$ cat src/rtl/ktop_ctrl_pkg.sv
// rtl/ktop_ctrl_pkg.sv - shared types and constants for the ktop control sequencer
package ktop_ctrl_pkg;

  localparam int LP_MAX_CHANNELS    = 32;
  localparam int LP_RUN_COUNT_WIDTH = 32;

  typedef enum logic [1:0] {
    ST_IDLE   = 2'd0,
    ST_LAUNCH = 2'd1,
    ST_RUN    = 2'd2,
    ST_DONE   = 2'd3
  } ktop_ctrl_state_t;

endpackage

$ cat src/rtl/ktop_sat_counter.sv
// rtl/ktop_sat_counter.sv - saturating up-counter with synchronous clear and enable
module ktop_sat_counter #(
  parameter int C_WIDTH = 32
) (
  input  logic               ap_clk,
  input  logic               areset,
  input  logic               clr,
  input  logic               en,
  output logic [C_WIDTH-1:0] cnt,
  output logic [C_WIDTH-1:0] cnt_inc
);

  // cnt_inc is the saturated successor, exported so callers can act on it this cycle
  assign cnt_inc = (&cnt) ? cnt : cnt + C_WIDTH'(1);

  always_ff @(posedge ap_clk) begin
    if (areset) begin
      cnt <= '0;
    end else if (clr) begin
      cnt <= '0;
    end else if (en) begin
      cnt <= cnt_inc;
    end
  end

endmodule

$ cat src/rtl/ktop_ctrl_seq.sv
// rtl/ktop_ctrl_seq.sv - kernel start/done sequencer with channel mask, timeout, auto-restart and run stats
module ktop_ctrl_seq
  import ktop_ctrl_pkg::*;
#(
  parameter int C_NUM_CHANNELS    = 2,
  parameter int C_CYCLE_CNT_WIDTH = 32,
  parameter int C_TIMEOUT_WIDTH   = 32
) (
  input  logic                          ap_clk,
  input  logic                          areset,
  input  logic                          ap_start,
  input  logic                          ctrl_auto_restart,
  input  logic [C_NUM_CHANNELS-1:0]     ctrl_chan_en,
  input  logic [C_TIMEOUT_WIDTH-1:0]    ctrl_timeout,
  input  logic [C_NUM_CHANNELS-1:0]     chan_done,
  output logic [C_NUM_CHANNELS-1:0]     chan_start,
  output logic                          ap_idle,
  output logic                          ap_done,
  output logic                          ap_ready,
  output logic [C_CYCLE_CNT_WIDTH-1:0]  stat_cycles,
  output logic                          stat_timeout,
  output logic [C_NUM_CHANNELS-1:0]     stat_timeout_mask,
  output logic [LP_RUN_COUNT_WIDTH-1:0] stat_run_count
);

  localparam int LP_CMP_W = (C_CYCLE_CNT_WIDTH > C_TIMEOUT_WIDTH) ? C_CYCLE_CNT_WIDTH : C_TIMEOUT_WIDTH;

  ktop_ctrl_state_t state, state_next;

  logic                         ap_start_r;
  logic                         start_evt;
  logic                         latch_cfg;
  logic [C_NUM_CHANNELS-1:0]    mask_r;
  logic [C_TIMEOUT_WIDTH-1:0]   tmo_r;
  logic [C_NUM_CHANNELS-1:0]    pending_r;
  logic [C_NUM_CHANNELS-1:0]    pending_live;
  logic                         all_done;
  logic                         tmo_hit;
  logic                         cnt_clr;
  logic                         cnt_en;
  logic [C_CYCLE_CNT_WIDTH-1:0] cnt;
  logic [C_CYCLE_CNT_WIDTH-1:0] cnt_inc;
  logic [LP_CMP_W-1:0]          cnt_cmp;
  logic [LP_CMP_W-1:0]          tmo_cmp;

  assign start_evt    = ap_start & ~ap_start_r;
  assign pending_live = pending_r & ~chan_done;
  assign all_done     = ~|pending_live;
  assign cnt_cmp      = LP_CMP_W'(cnt_inc);
  assign tmo_cmp      = LP_CMP_W'(tmo_r);
  assign tmo_hit      = (tmo_r != '0) && (cnt_cmp == tmo_cmp);

  // Config is sampled both on a fresh start from IDLE and on an auto-restart out of DONE
  assign latch_cfg = ((state == ST_IDLE) && start_evt) ||
                     ((state == ST_DONE) && ctrl_auto_restart && ap_start);

  // Counter reads 0 in every LAUNCH cycle, so it holds cycles elapsed since chan_start
  assign cnt_clr = (state == ST_IDLE) || (state == ST_DONE);
  assign cnt_en  = (state == ST_LAUNCH) || (state == ST_RUN);

  ktop_sat_counter #(
    .C_WIDTH (C_CYCLE_CNT_WIDTH)
  ) u_run_cnt (
    .ap_clk  (ap_clk),
    .areset  (areset),
    .clr     (cnt_clr),
    .en      (cnt_en),
    .cnt     (cnt),
    .cnt_inc (cnt_inc)
  );

  assign chan_start = (state == ST_LAUNCH) ? mask_r : '0;
  assign ap_idle    = (state == ST_IDLE);
  assign ap_done    = (state == ST_DONE);
  assign ap_ready   = (state == ST_DONE);

  always_ff @(posedge ap_clk) begin
    if (areset) begin
      state <= ST_IDLE;
    end else begin
      state <= state_next;
    end
  end

  always_comb begin
    state_next = state;
    case (state)
      ST_IDLE: begin
        if (start_evt) begin
          state_next = ST_LAUNCH;
        end
      end
      ST_LAUNCH: begin
        state_next = (mask_r == '0) ? ST_DONE : ST_RUN;
      end
      ST_RUN: begin
        // Completion is tested first so it wins over a coincident timeout
        if (all_done || tmo_hit) begin
          state_next = ST_DONE;
        end
      end
      ST_DONE: begin
        state_next = (ctrl_auto_restart && ap_start) ? ST_LAUNCH : ST_IDLE;
      end
      default: state_next = ST_IDLE;
    endcase
  end

  always_ff @(posedge ap_clk) begin
    if (areset) begin
      ap_start_r        <= 1'b0;
      mask_r            <= '0;
      tmo_r             <= '0;
      pending_r         <= '0;
      stat_cycles       <= '0;
      stat_timeout      <= 1'b0;
      stat_timeout_mask <= '0;
      stat_run_count    <= '0;
    end else begin
      ap_start_r <= ap_start;

      if (latch_cfg) begin
        mask_r <= ctrl_chan_en;
        tmo_r  <= ctrl_timeout;
      end

      case (state)
        ST_LAUNCH: begin
          pending_r <= mask_r;
          if (mask_r == '0) begin
            stat_cycles       <= '0;
            stat_timeout      <= 1'b0;
            stat_timeout_mask <= '0;
            stat_run_count    <= stat_run_count + LP_RUN_COUNT_WIDTH'(1);
          end
        end
        ST_RUN: begin
          pending_r <= pending_live;
          if (all_done) begin
            stat_cycles       <= cnt_inc;
            stat_timeout      <= 1'b0;
            stat_timeout_mask <= '0;
            stat_run_count    <= stat_run_count + LP_RUN_COUNT_WIDTH'(1);
          end else if (tmo_hit) begin
            // cnt_inc equals the latched timeout here
            stat_cycles       <= cnt_inc;
            stat_timeout      <= 1'b1;
            stat_timeout_mask <= pending_live;
            stat_run_count    <= stat_run_count + LP_RUN_COUNT_WIDTH'(1);
          end
        end
        default: begin
        end
      endcase
    end
  end

endmodule

$ cat config.mk
export PLATFORM = sky130hd
export DESIGN_NAME = ktop_ctrl_seq
export DESIGN_NICKNAME = d
export VERILOG_FILES = /design/src/rtl/ktop_ctrl_pkg.sv /design/src/rtl/ktop_sat_counter.sv /design/src/rtl/ktop_ctrl_seq.sv
export SDC_FILE = /design/constraint.sdc
export NUM_CORES = 1
export LEC_CHECK = 0
export BUFFER_PORTS_ARGS = -buffer_cell sky130_fd_sc_hd__buf_2
export CAP_MARGIN = 10
export CORE_MARGIN = 8
export CORE_UTILIZATION = 30
export DETAILED_ROUTE_END_ITERATION = 16
export GPL_TIMING_DRIVEN = 0
export PLACE_DENSITY_LB_ADDON = 0.25
export SLEW_MARGIN = 10
export SYNTH_ARGS = -nofsm -noshare
export SYNTH_HDL_FRONTEND = slang
export SYNTH_HIERARCHICAL = 1
export SYNTH_SLANG_ARGS = --single-unit
$ cat constraint.sdc
create_clock -name ap_clk -period 3.97 [get_ports ap_clk]
set_input_delay 0.1985 -clock ap_clk [delete_from_list [all_inputs] [get_ports ap_clk]]
set_output_delay 0.1985 -clock ap_clk [all_outputs]
set_load 0.02 [all_outputs]
# ---- Word-level counts from Yosys, hierarchy flattened
# Cells that the tools add are included.
# W data, S select, Z words.
dict set report word_totals {
  regBits 138
  latch_bits 0
  mem_bits_rw 0
  romBits 0
  in_bits 40
  out_inout_bits 72
  wordCells 67
  n_memories 0
}
dict set report classes {
  addsub 2
  multipliers 0
  div 0
  magnitude_cmp 0
  eq_ne 8
  shifts 0
  mux 24
  bitwise_logic 4
  n_reduce_logical 19
}
# op count
set ops {}
lappend ops {{$mux W32} 7}
lappend ops {{$pmux W32 S2} 2}
lappend ops {{$add A32 B1 Y32 const B} 2}
lappend ops {{$eq A32 B32 Y1} 1}
lappend ops {{$reduce_and A32 Y1} 1}
lappend ops {{$reduce_bool A32 Y1} 1}
lappend ops {{$mux W2} 6}
lappend ops {{$pmux W2 S2} 2}
lappend ops {{$pmux W2 S4} 1}
lappend ops {{$ne A2 B1 Y1 const B} 3}
lappend ops {{$logic_and A1 B1 Y1} 5}
lappend ops {{$mux W1} 5}
lappend ops {{$eq A2 B2 Y1 const B} 2}
lappend ops {{$logic_not A2 Y1} 2}
lappend ops {{$logic_or A1 B1 Y1} 4}
lappend ops {{$reduce_or A2 Y1} 2}
lappend ops {{$ne A3 B3 Y1 const B} 1}
lappend ops {{$reduce_and A3 Y1} 1}
lappend ops {{$and A2 B2 Y2} 1}
lappend ops {{$eq A2 B1 Y1 const B} 1}
lappend ops {{$not A2 Y2} 1}
lappend ops {{$pmux W1 S2} 1}
lappend ops {{$reduce_and A2 Y1} 1}
lappend ops {{$reduce_bool A2 Y1} 1}
lappend ops {{other kinds (3)} 3}

# ---- Logic depth before layout (Yosys ltp)
# Gate-level depths: netlist of the first run.
dict set report logic_depth {
  ltp_word 7
  ltp_mapped 16
  ltp_nobuf 12
}

# ---- Cells and area by module
# The synthesis of the first run kept the hierarchy.
# module instances cells_per_inst area_each_um2 seq_area_each_um2
set by_module_without_submodules {}
lappend by_module_without_submodules {ktop_ctrl_seq 1 620 5058.6 2122.0}
lappend by_module_without_submodules {ktop_sat_counter 1 286 2197.1 640.6}

# ---- Worst setup path before layout of the first run
# Ideal clock, no wire load.
dict set report synth_path {
  kind {flip-flop to flip-flop}
  startpoint {reg u_run_cnt.cnt[0]}
  endpoint {reg stat_run_count[12]}
  setup_ps 123
  arrival_time_ps 3773
  required_ps 3847
  slack_ps 74
  path_stages_with_launch 15
  path_buffers 2
  period_less_slack_ps 3896
  path_cell_list {dfxtp_1 > ha_1 > nand3_2 > or4_4 > nor3_4 > buf_4 > nor2_1 > xor2_1 > xor2_1 > nor4_1 > nand4_1 > o31a_1 > buf_2 > nor4_1 > mux2_1}
}
dict set report synth_between {
  elab_chain_cells 6
  elab_cells_between_ends 7
  classes_between {add/sub: 1; eq/ne: 2; mux: 1; reduce/logical: 3}
}
# item line
set synth_lines {}
lappend synth_lines {{from (decl)} ktop_sat_counter.sv:9} ;# output logic [C_WIDTH-1:0] cnt,
lappend synth_lines {{from (signal assigned)} ktop_sat_counter.sv:22} ;# cnt <= cnt_inc;
lappend synth_lines {{$add A32 B1 Y32 or $reduce_and A32 Y1 (tied branches)} ktop_sat_counter.sv:14} ;# assign cnt_inc = (&cnt) ? cnt : cnt + C_WIDTH'(1);
lappend synth_lines {{$mux W32 (*)} ktop_sat_counter.sv:14}
lappend synth_lines {{via cnt_cmp[19]} ktop_ctrl_seq.sv:43} ;# logic [LP_CMP_W-1:0] cnt_cmp;
lappend synth_lines {{$eq A32 B32 Y1 (*)} ktop_ctrl_seq.sv:51} ;# assign tmo_hit = (tmo_r != '0) && (cnt_cmp == tmo_cmp);
lappend synth_lines {{$logic_and A1 B1 Y1 (*)} ktop_ctrl_seq.sv:51}
lappend synth_lines {{$ne A3 B3 Y1 (no source line) (*)} -}
lappend synth_lines {{$reduce_and A3 Y1 (no source line) (*)} -}
lappend synth_lines {{to (signal assigned)} ktop_ctrl_seq.sv:134} ;# stat_run_count <= stat_run_count + LP_RUN_COUNT_WIDTH'(1);
lappend synth_lines {{to (signal assigned)} ktop_ctrl_seq.sv:143} ;# stat_run_count <= stat_run_count + LP_RUN_COUNT_WIDTH'(1);
lappend synth_lines {{to (signal assigned)} ktop_ctrl_seq.sv:149} ;# stat_run_count <= stat_run_count + LP_RUN_COUNT_WIDTH'(1);
lappend synth_lines {{to (decl)} ktop_ctrl_seq.sv:23} ;# output logic [LP_RUN_COUNT_WIDTH-1:0] stat_run_count
# The timed path passes the listed nets; every way through them passes the cells marked *.
# A chain may end at the register's enable or synchronous reset.

# ---- Worst setup path after layout of the first run
dict set report layout_path {
  startpoint {reg u_run_cnt.cnt[1]}
  endpoint {reg stat_run_count[15]}
}
# Same word-level chain as after synthesis.

==> results of run 1 <==
==> metrics by stage <==
| step | std cells | area (um^2) | total power, mW | TNS, ps | hold slack, ps |
|---|---|---|---|---|---|
| finish | 1423 | 10100 | 4.81 | -16.0 | 8.97 |
| global route | 1423 | 10100 | 5.03 | -2490 | 6.11 |
| CTS | 1387 | 9180 | 4.68 | 0 | 0.0285 |
| detailed placement | 1341 | 8220 | 3.11 | -64950 | 447 |
| global placement | 1341 | 8220 | 3.10 | -63260 | 445 |
| floorplan | 906 | 7260 | 2.55 | 0 | 327 |
==> cell usage after synthesis, types with 19 or more instances <==
library cell	n	share of area (%)
or4_1	21	2.2
nand4_1	63	5.4
nand3_1	28	1.9
nor2_1	44	2.3
nand2_1	103	5.3
nor4_1	26	2.2
dfxtp_1	138	38
xor2_1	57	6.9
a21oi_1	113	7.8
clkbuf_1	49	2.5
or3_1	20	1.7
o21ai_0	51	3.5
o31ai_1	19	2.0
==> timing repair <==
item	4_1_cts	5_1_grt
pin swaps	10	70
cloned	0	3
setup endpoints to repair	69	67
hold buffers	3	0
endpoints found under the hold margin	3	0
buffers inserted	16	34
gates resized for setup	50	163
==> cells by family after synthesis <==
logic type / after synthesis
xor gates and xnor gates: 70
muxes: 11
and+or+nand+nor: 379
adders and majority gates: 6
buffers and inverters: 84
DFF: 138
AOI/OAI and AO/OA: 218
==> power breakdown <==
part	total [mW]	leakage [nW]	switching [mW]	internal, mW
clock	1.56	0.262	0.651	0.905
sequential	1.59	1.12	0.115	1.47
combinational	1.66	2.50	1.23	0.432
==> layer usage <==
metal  track usage, %  wire length, um  up-vias
met5                0                0        -
met4             6.31              656        0
met3             3.90             1620       42
met2             30.4            13600      234
met1             22.2            11800     3685
li1                 -                -     3658
==> registers in the layout (all words and copies together) (netlist names) <==
signal / flops
mask_r: 2
stat_run_count: 32
tmo_cmp: 32
ap_start_r: 1
pending_r: 2
state: 2
stat_timeout_mask: 2
stat_timeout: 1
stat_cycles: 32
u_run_cnt/cnt: 32
==> final timing paths <==
path | start | to | slack, ps
worst max-delay path | u_run_cnt/cnt[1] | stat_run_count[15] | -20
worst min-delay path | ctrl_timeout[29] | tmo_cmp[29] | 9
worst max register to register | u_run_cnt/cnt[1] | stat_run_count[15] | -20
worst min register to register | stat_cycles[18] | stat_cycles[18] | 480
==> cell type report <==
cell class | count | area [um^2] | share of cell area, %
Clock inverter | 10 | 95.1 | 0.938
Clock buffer | 20 | 467 | 4.60
Multi-Input combinational cell | 684 | 4910 | 48.4
Sequential cell | 138 | 2780 | 27.4
Timing Repair Buffer | 166 | 1050 | 10.4
Inverter | 12 | 45.0 | 0.444
Tap cell | 324 | 405 | 4.00
Buffer | 69 | 384 | 3.79
==> critical path: stages (launching register included) <==
cell	delay [ps]
dfxtp_4	370
ha_4	160
nand3_4	110
or4_4	580
nor3_4	230
buf_6	160
nor3_2	50
xor2_2	290
xor2_4	150
nor4_4	350
nand4_1	220
o31a_4	410
clkbuf_16	190
nor4b_4	270
mux2_4	320
==> reports/results.ini, run 1 <==
[cells_and_area]
area_growth_pct=39.7
antenna_cells=0
fin_nets=1134
final_common_cell=dfxtp_1
fill_cells=2379
drive_above_1_share_pct=30.8
fin_util_pct=42.2
layout_common_cells=dfxtp_1, buf_2, nand2_1

[synth]
synth.area.mux_share_pct=1.69
yosys_register_bits=138
syn-cell-area_um2=7260
yosysSeqAreaShare_pct=38.1
synth_compound_area_share_pct=17.1
synth.net_count=952
synth.avg_cell_area_um2=8.01
synth_cells=906
yosys.area_share.simple_pct=28.7
ys_types=57
ys_warn_count=6
synth_edf_count=0
synth_xor_area_share_pct=8.45
synthFlopType=dfxtp_1
synth_top_family_by_area=simple AND/OR/NAND/NOR gates
synth-adder-area-share_pct=1.03
async_flop_share_pct=0

[clock_network]
cts_tree=built
htree_levels=4
clk_pin_slew_ps=60
cts_sinks=138
clk_latency_ps=430
cts-root-buf=clkbuf_16
clockBufferDepth=2
cts_made_buffers=17

[power]
powerDensity_nw_per_um2=474
p_leak_nw=3.89
ir_drop_v=0.000280

[grt]
grt_pass1_vias=7115
grt_use_total_pct=18.0
grt_antenna_before_repair=0
globalRoute.totalOverflow=0
grt_pass1_wl_mm=40.5
grt_max_degree=17

[worst_setup_path]
cp_data_arrival_time_ps=4310
worstPathRequired_ps=4290
cp-start-kind=register
end_kind=register
critPathMaxFanout=7
critPathKind=register to register
reg2reg_depth=14

[hold_path]
worstHoldPathCells=3
hold_path_class=primary input to register

[timing]
max_freq_ghz=0.251
hold_violations=0
setup_viol=1
skew_ps=9.27
slew_headroom_pct=25.5
fin_ws_ps=-16.0
tightestPinTransition_ps=1120
rsz0062_at_grt=true
period_minus_slack_ps=3990
finalCritPeriodShare_pct=100
slew_violations=0

[drt]
num_vias=7619
drt-pass1-iter-count=5
route.detailed.drc=0
ant_nets=0
drt-total-wl_mm=27.7
first_iter_violations=547
routedWlPerCell_um=19.5
avgViaCountPerCell=5.35

[floorplan]
core_um2=24000
io_pins=112
placementRows=57
initial_core_util_pct=30.2
die_w_um=172
die_area_um2=29400
die_height_um=172

[outcome]
violations=setup timing
status=finished, violations left

[place]
dpl.hpwl_mm=20.0
dp_worst_setup_slack_ps=-1060
routabilityCongestion=0.853
io_buffers=111

[job]
maxCapViolCount=0

Note: power is estimated with default switching activity, not from simulation.
==> run 2, diff against run 1 <==
SKIP_LAST_GASP = 1   (was default)
==> run 2 against run 1 <==
The flow still finishes with violations (setup timing). Critical path depth increased by 1. Sequential power hardly changed. Largest cell class unchanged. Clock-buffer cell count stayed put. Critical endpoint unchanged. Largest power group unchanged. Highest routed layer unchanged. Power about the same. Sequential cell count unchanged.
==> reports/results.ini, run 2 (synthesis results as in run 1) <==
[power]
internal-power_mw=2.81  ; about the same
powerDensity_nw_per_um2=474  ; about the same
p_clk_share_pct=32.5  ; about the same
ir_drop_v=0.000280  ; -0.25%
p_sw_mw=2.00  ; about the same
comb_power_share_pct=34.5  ; about the same
p_leak_nw=3.88  ; about the same
seqPwrFrac_pct=33.1  ; about the same
p_sw_share_pct=41.6  ; about the same

[cells_and_area]
fill_cells=2378  ; -0.042%
final_common_cell=dfxtp_1
antenna_cells=0  ; unchanged
fin_util_pct=42.2  ; about the same
fin_nets=1134  ; unchanged
drive_above_1_share_pct=30.8  ; unchanged
final_area_um2=10100  ; about the same
area_growth_pct=39.7  ; about the same
layout_common_cells=dfxtp_1, buf_2, nand2_1

[worst_setup_path]
worstPathRequired_ps=4290  ; about the same
critPathMaxFanout=7  ; unchanged
slowest_delay_ps=580  ; about the same
cp-start-kind=register
worst_path_most_repeated_cell=xor2_2
critPathKind=register to register
cp_data_arrival_time_ps=4300  ; about the same
path_cells=ha_4, nand3_4, or4_4, nor3_4, buf_6, buf_8, nor2_4, xor2_2, xor2_2, nor4_4, nand4_1, o31a_4, clkbuf_16, nor4b_4, mux2_4
end_kind=register
slowest_stage=or4_4

[drt]
num_vias=7715  ; +1.3%
routedWlPerCell_um=19.5  ; +0.22%
route.detailed.drc=0  ; unchanged
first_iter_violations=632  ; +16%
ant_nets=0  ; unchanged
drt-pass1-iter-count=5  ; unchanged
drt-total-wl_mm=27.8  ; +0.22%
avgViaCountPerCell=5.42  ; +1.3%

[hold_path]
hold_path_class=primary input to register

[floorplan]
core_um2=24000  ; unchanged
initial_core_util_pct=30.2  ; unchanged
die_w_um=172  ; unchanged
io_pins=112  ; unchanged
placementRows=57  ; unchanged
die_area_um2=29400  ; unchanged
die_height_um=172  ; unchanged

[timing]
slew_headroom_pct=23.6  ; -1.9 points
tightestPinTransition_ps=1150  ; +29.0 ps
hold_violations=0  ; unchanged
max_freq_ghz=0.252  ; +0.30%
hold_slack_ps=5.79  ; -3.18 ps
skew_ps=10.1  ; +0.810 ps
period_minus_slack_ps=3970  ; -11.8 ps
finalCritPeriodShare_pct=100  ; -0.30 points
fin_ws_ps=-4.27  ; +11.8 ps
slew_violations=0  ; unchanged
setup_viol=1  ; unchanged
rsz0062_at_grt=true

[job]
maxCapViolCount=0  ; unchanged

[grt]
grt_pass1_vias=7115  ; unchanged
globalRoute.totalOverflow=0  ; unchanged
grt_antenna_before_repair=0  ; unchanged
grt_pass1_wl_mm=40.5  ; unchanged
grt_use_total_pct=18.0  ; unchanged
grt_max_degree=17  ; unchanged

[clock_network]
clockBufferDepth=2  ; unchanged
clk_latency_ps=430  ; about the same
htree_levels=4  ; unchanged
cts_made_buffers=17  ; unchanged
clk_pin_slew_ps=70  ; about the same
cts_sinks=138  ; unchanged
cts_tree=built
cts-root-buf=clkbuf_16

[place]
routabilityCongestion=0.853  ; unchanged
placed_cell_area_um2=8220  ; unchanged
dpl.hpwl_mm=20.0  ; unchanged
io_buffers=111  ; unchanged

[outcome]
violations=setup timing
status=finished, violations left

==> run 2: cell count changes in the layout (fill, tap and decap cells not counted), sizes merged <==
cell | before | now
buf | 188 | 185
clkbuf | 64 | 67
==> run 2: layout make-up <==
class | instances | area [um^2] | area share (%)
inverter | 12 | 45.0 | 0.444
tap | 324 | 405 | 4.00
timing repair buffer | 166 | 1050 | 10.4
multi-input combinational | 684 | 4910 | 48.4
clock inverter | 10 | 95.1 | 0.938
clock buffer | 20 | 467 | 4.60
buffer | 69 | 379 | 3.74
sequential | 138 | 2780 | 27.4
==> run 2: stage by stage <==
step           TNS [ps]  power (mW)  instances  setup slack [ps]
2_1_floorplan         0        2.55        906              74.0
3_3_place_gp     -63260        3.10       1341             -1040
3_5_place_dp     -64950        3.11       1341             -1060
4_1_cts               0        4.68       1387              7.06
5_1_grt           -3120        5.04       1423              -143
6_report          -4.27        4.81       1423             -4.27
==> run 2: worst paths after layout <==
check,end,depth (start not counted),slack (ps),startpoint
worst max-delay path,stat_run_count[15],15,-4,u_run_cnt/cnt[1]
worst min-delay path,tmo_cmp[29],3,6,ctrl_timeout[29]
worst max register to register,stat_run_count[15],15,-4,u_run_cnt/cnt[1]
worst min register to register,stat_cycles[18],2,480,stat_cycles[18]
==> run 2: repair_timing <==
action | 4_1_cts | 5_1_grt
buffers inserted | 16 | 34
resized for setup | 50 | 159
pin swaps | 10 | 69
hold buffers | 3 | 0
hold endpoints to repair | 3 | 0
gates cloned | 0 | 3
setup endpoints to repair | 69 | 67
==> run 2: power by group through the flow <==
stage	registers, mW	clock network (mW)	logic [mW]
after floorplan	1.58	0	0.972
after global placement	1.61	0	1.49
after detailed placement	1.61	0	1.49
after CTS	1.59	1.56	1.53
after global routing	1.60	1.64	1.80
final	1.59	1.56	1.66
==> run 2: per-layer routing <==
metal / track usage [%] / routed length (um) / vias up
li1: - / - / 3654
met1: 22.2 / 11500 / 3702
met2: 30.4 / 13600 / 303
met3: 3.90 / 1900 / 56
met4: 6.31 / 699 / 0
met5: 0 / 0 / -
==> run 2: critical path: cells and delay by family (launching register included) <==
| kind | cells | cell delay [ps] |
|---|---|---|
| buffers and inverters | 3 | 460 |
| flip-flops | 1 | 370 |
| XOR/XNOR | 2 | 360 |
| adder cells (fa/ha/maj) | 1 | 160 |
| multiplexers | 1 | 320 |
| AO/OA/AOI/OAI | 1 | 410 |
| AND/OR/NAND/NOR | 7 | 1770 |
==> run 3, diff against run 2 <==
clock period = 4.85 ns   (was 3.97 ns; I/O delays follow)
==> run 3 against run 2 <==
The run now ends clean. Global-route usage shrank 0.30 points. Combinational power shrank 26%. Clock power shrank 19%. Die area is the same. Utilization shrank 5.3 points. First-iteration DRC count shrank 7.8%. Power shrank 21%. Critical path depth shrank 1.
==> reports/results.ini, run 3 (synthesis results as in run 1) <==
[place]
dpl.hpwl_mm=20.0  ; unchanged
routabilityCongestion=0.853  ; unchanged
dp_worst_setup_slack_ps=-182  ; +880 ps
placed_cell_area_um2=8220  ; unchanged
io_buffers=111  ; unchanged
dp.cells=1341  ; unchanged

[drt]
route.detailed.drc=0  ; unchanged
ant_nets=0  ; unchanged
drt-total-wl_mm=26.4  ; -5.0%
num_vias=7380  ; -4.3%
avgViaCountPerCell=5.38  ; -0.79%
drt-pass1-iter-count=5  ; unchanged
first_iter_violations=583  ; -7.8%
routedWlPerCell_um=19.2  ; -1.5%

[power]
ir_drop_v=0.000208  ; -26%
fin_total_pwr_mw=3.80  ; -21%
p_leak_nw=3.39  ; -13%
powerDensity_nw_per_um2=429  ; -9.6%

[grt]
globalRoute.totalOverflow=0  ; unchanged
grt_pass1_wl_mm=39.8  ; -1.9%
grt_antenna_before_repair=0  ; unchanged
grt_max_degree=17  ; unchanged
grt_pass1_vias=6911  ; -2.9%
grt_use_total_pct=17.7  ; -0.30 points

[hold_path]
worst_hold_path.endpoint=tmo_cmp[29]
min-delay-start=ctrl_timeout[29]
worstHoldPathCells=3  ; unchanged
hold_path_class=primary input to register

[worst_setup_path]
critPathKind=register to register
r2r-start=u_run_cnt/cnt[0]
end_kind=register
crit_path_start=u_run_cnt/cnt[0]
reg2reg_to=stat_run_count[24]
cp_data_arrival_time_ps=5020  ; +720 ps
ff2ff_setup_slack_ps=140  ; +150 ps
critPathMaxFanout=10  ; +3
cp-start-kind=register
reg2reg_depth=14  ; -1
worstPathRequired_ps=5170  ; +880 ps

[timing]
tightestPinTransition_ps=1010  ; -135 ps
rsz0062_at_grt=false
tns_ps=0  ; +4.27 ps
slew_headroom_pct=31.9  ; +8.4 points
setup_viol=0  ; -1
skew_ps=9.70  ; -0.379 ps
slew_violations=0  ; unchanged
finalCritPeriodShare_pct=97.0  ; -3.1 points
hold_slack_ps=48.1  ; +42.3 ps
hold_violations=0  ; unchanged
period_minus_slack_ps=4710  ; +731 ps
fin_ws_ps=145  ; +149 ps
max_freq_ghz=0.213  ; -16%

[floorplan]
die_height_um=172  ; unchanged
core_um2=24000  ; unchanged
placementRows=57  ; unchanged
die_w_um=172  ; unchanged
initial_core_util_pct=30.2  ; unchanged
die_area_um2=29400  ; unchanged
io_pins=112  ; unchanged

[clock_network]
htree_levels=4  ; unchanged
hold_buffers=0  ; -3
clk_latency_ps=430  ; about the same
cts_tree=built
cts-root-buf=clkbuf_16
cts_sinks=138  ; unchanged
clk_pin_slew_ps=60  ; about the same
cts_made_buffers=17  ; unchanged
clockBufferDepth=2  ; unchanged

[job]
maxCapViolCount=0  ; unchanged

[outcome]
status=completed

[cells_and_area]
final_area_um2=8860  ; -13%
fin_nets=1083  ; -4.5%
fin_util_pct=36.9  ; -5.3 points
fin_cells=1372  ; -3.6%
layout_common_cells=dfxtp_1, buf_2, a21oi_1
drive_above_1_share_pct=18.5  ; -12 points
area_growth_pct=22.2
final_common_cell=dfxtp_1
antenna_cells=0  ; unchanged

[run 3: cell types whose count changed in the layout (fill, tap and decap cells not counted), sizes merged]
cell | before | now
buf | 185 | 133
dlygate4sd3 | 3 | 0
clkbuf | 67 | 71
[run 3: per-layer routing]
layer	wire (um)	up-vias	track usage, %
met4	514	0	5.75
met3	1650	32	3.83
met1	11600	3545	22.0
li1	-	3561	-
met5	0	-	0
met2	12600	242	29.9
[run 3: repair_timing]
item                       CTS  global route
gates resized for setup      3            11
setup buffers                1             0
gates cloned                 0             0
pin swaps                    1             0
setup endpoints to repair   56            33
[run 3: critical path, cell delays in order (launching register included)]
cell	delay, ps
dfxtp_1	460
ha_1	290
nand3_2	200
or4_4	650
nor3_4	240
buf_4	240
nor2_1	100
xor2_2	250
xor2_1	120
nor4_2	360
nand4_1	220
o31a_1	410
buf_2	280
nor4_1	400
mux2_1	360
[run 3: cell type report]
class,instances,area [um^2]
Multi-Input combinational cell,684,4210
Fill cell,2532,15200
Tap cell,324,405
Buffer,72,312
Clock inverter,10,95.1
Inverter,12,45.0
Sequential cell,138,2760
Clock buffer,20,467
Timing Repair Buffer,112,563
[run 3: how the worst max path moves through the flow]
stage                          to  slack, ps
2_1_floorplan  stat_run_count[12]        950
3_3_place_gp      stat_cycles[18]       -160
3_5_place_dp      stat_cycles[18]       -180
4_1_cts        stat_run_count[24]         90
5_1_grt        stat_run_count[24]         10
6_report       stat_run_count[24]        140
[run 3: power by group]
part / leakage [nW] / total (mW) / internal [mW] / switching, mW
Clock: 0.262 / 1.27 / 0.740 / 0.534
Sequential: 1.12 / 1.30 / 1.20 / 0.0924
Combinational: 2.02 / 1.23 / 0.321 / 0.908
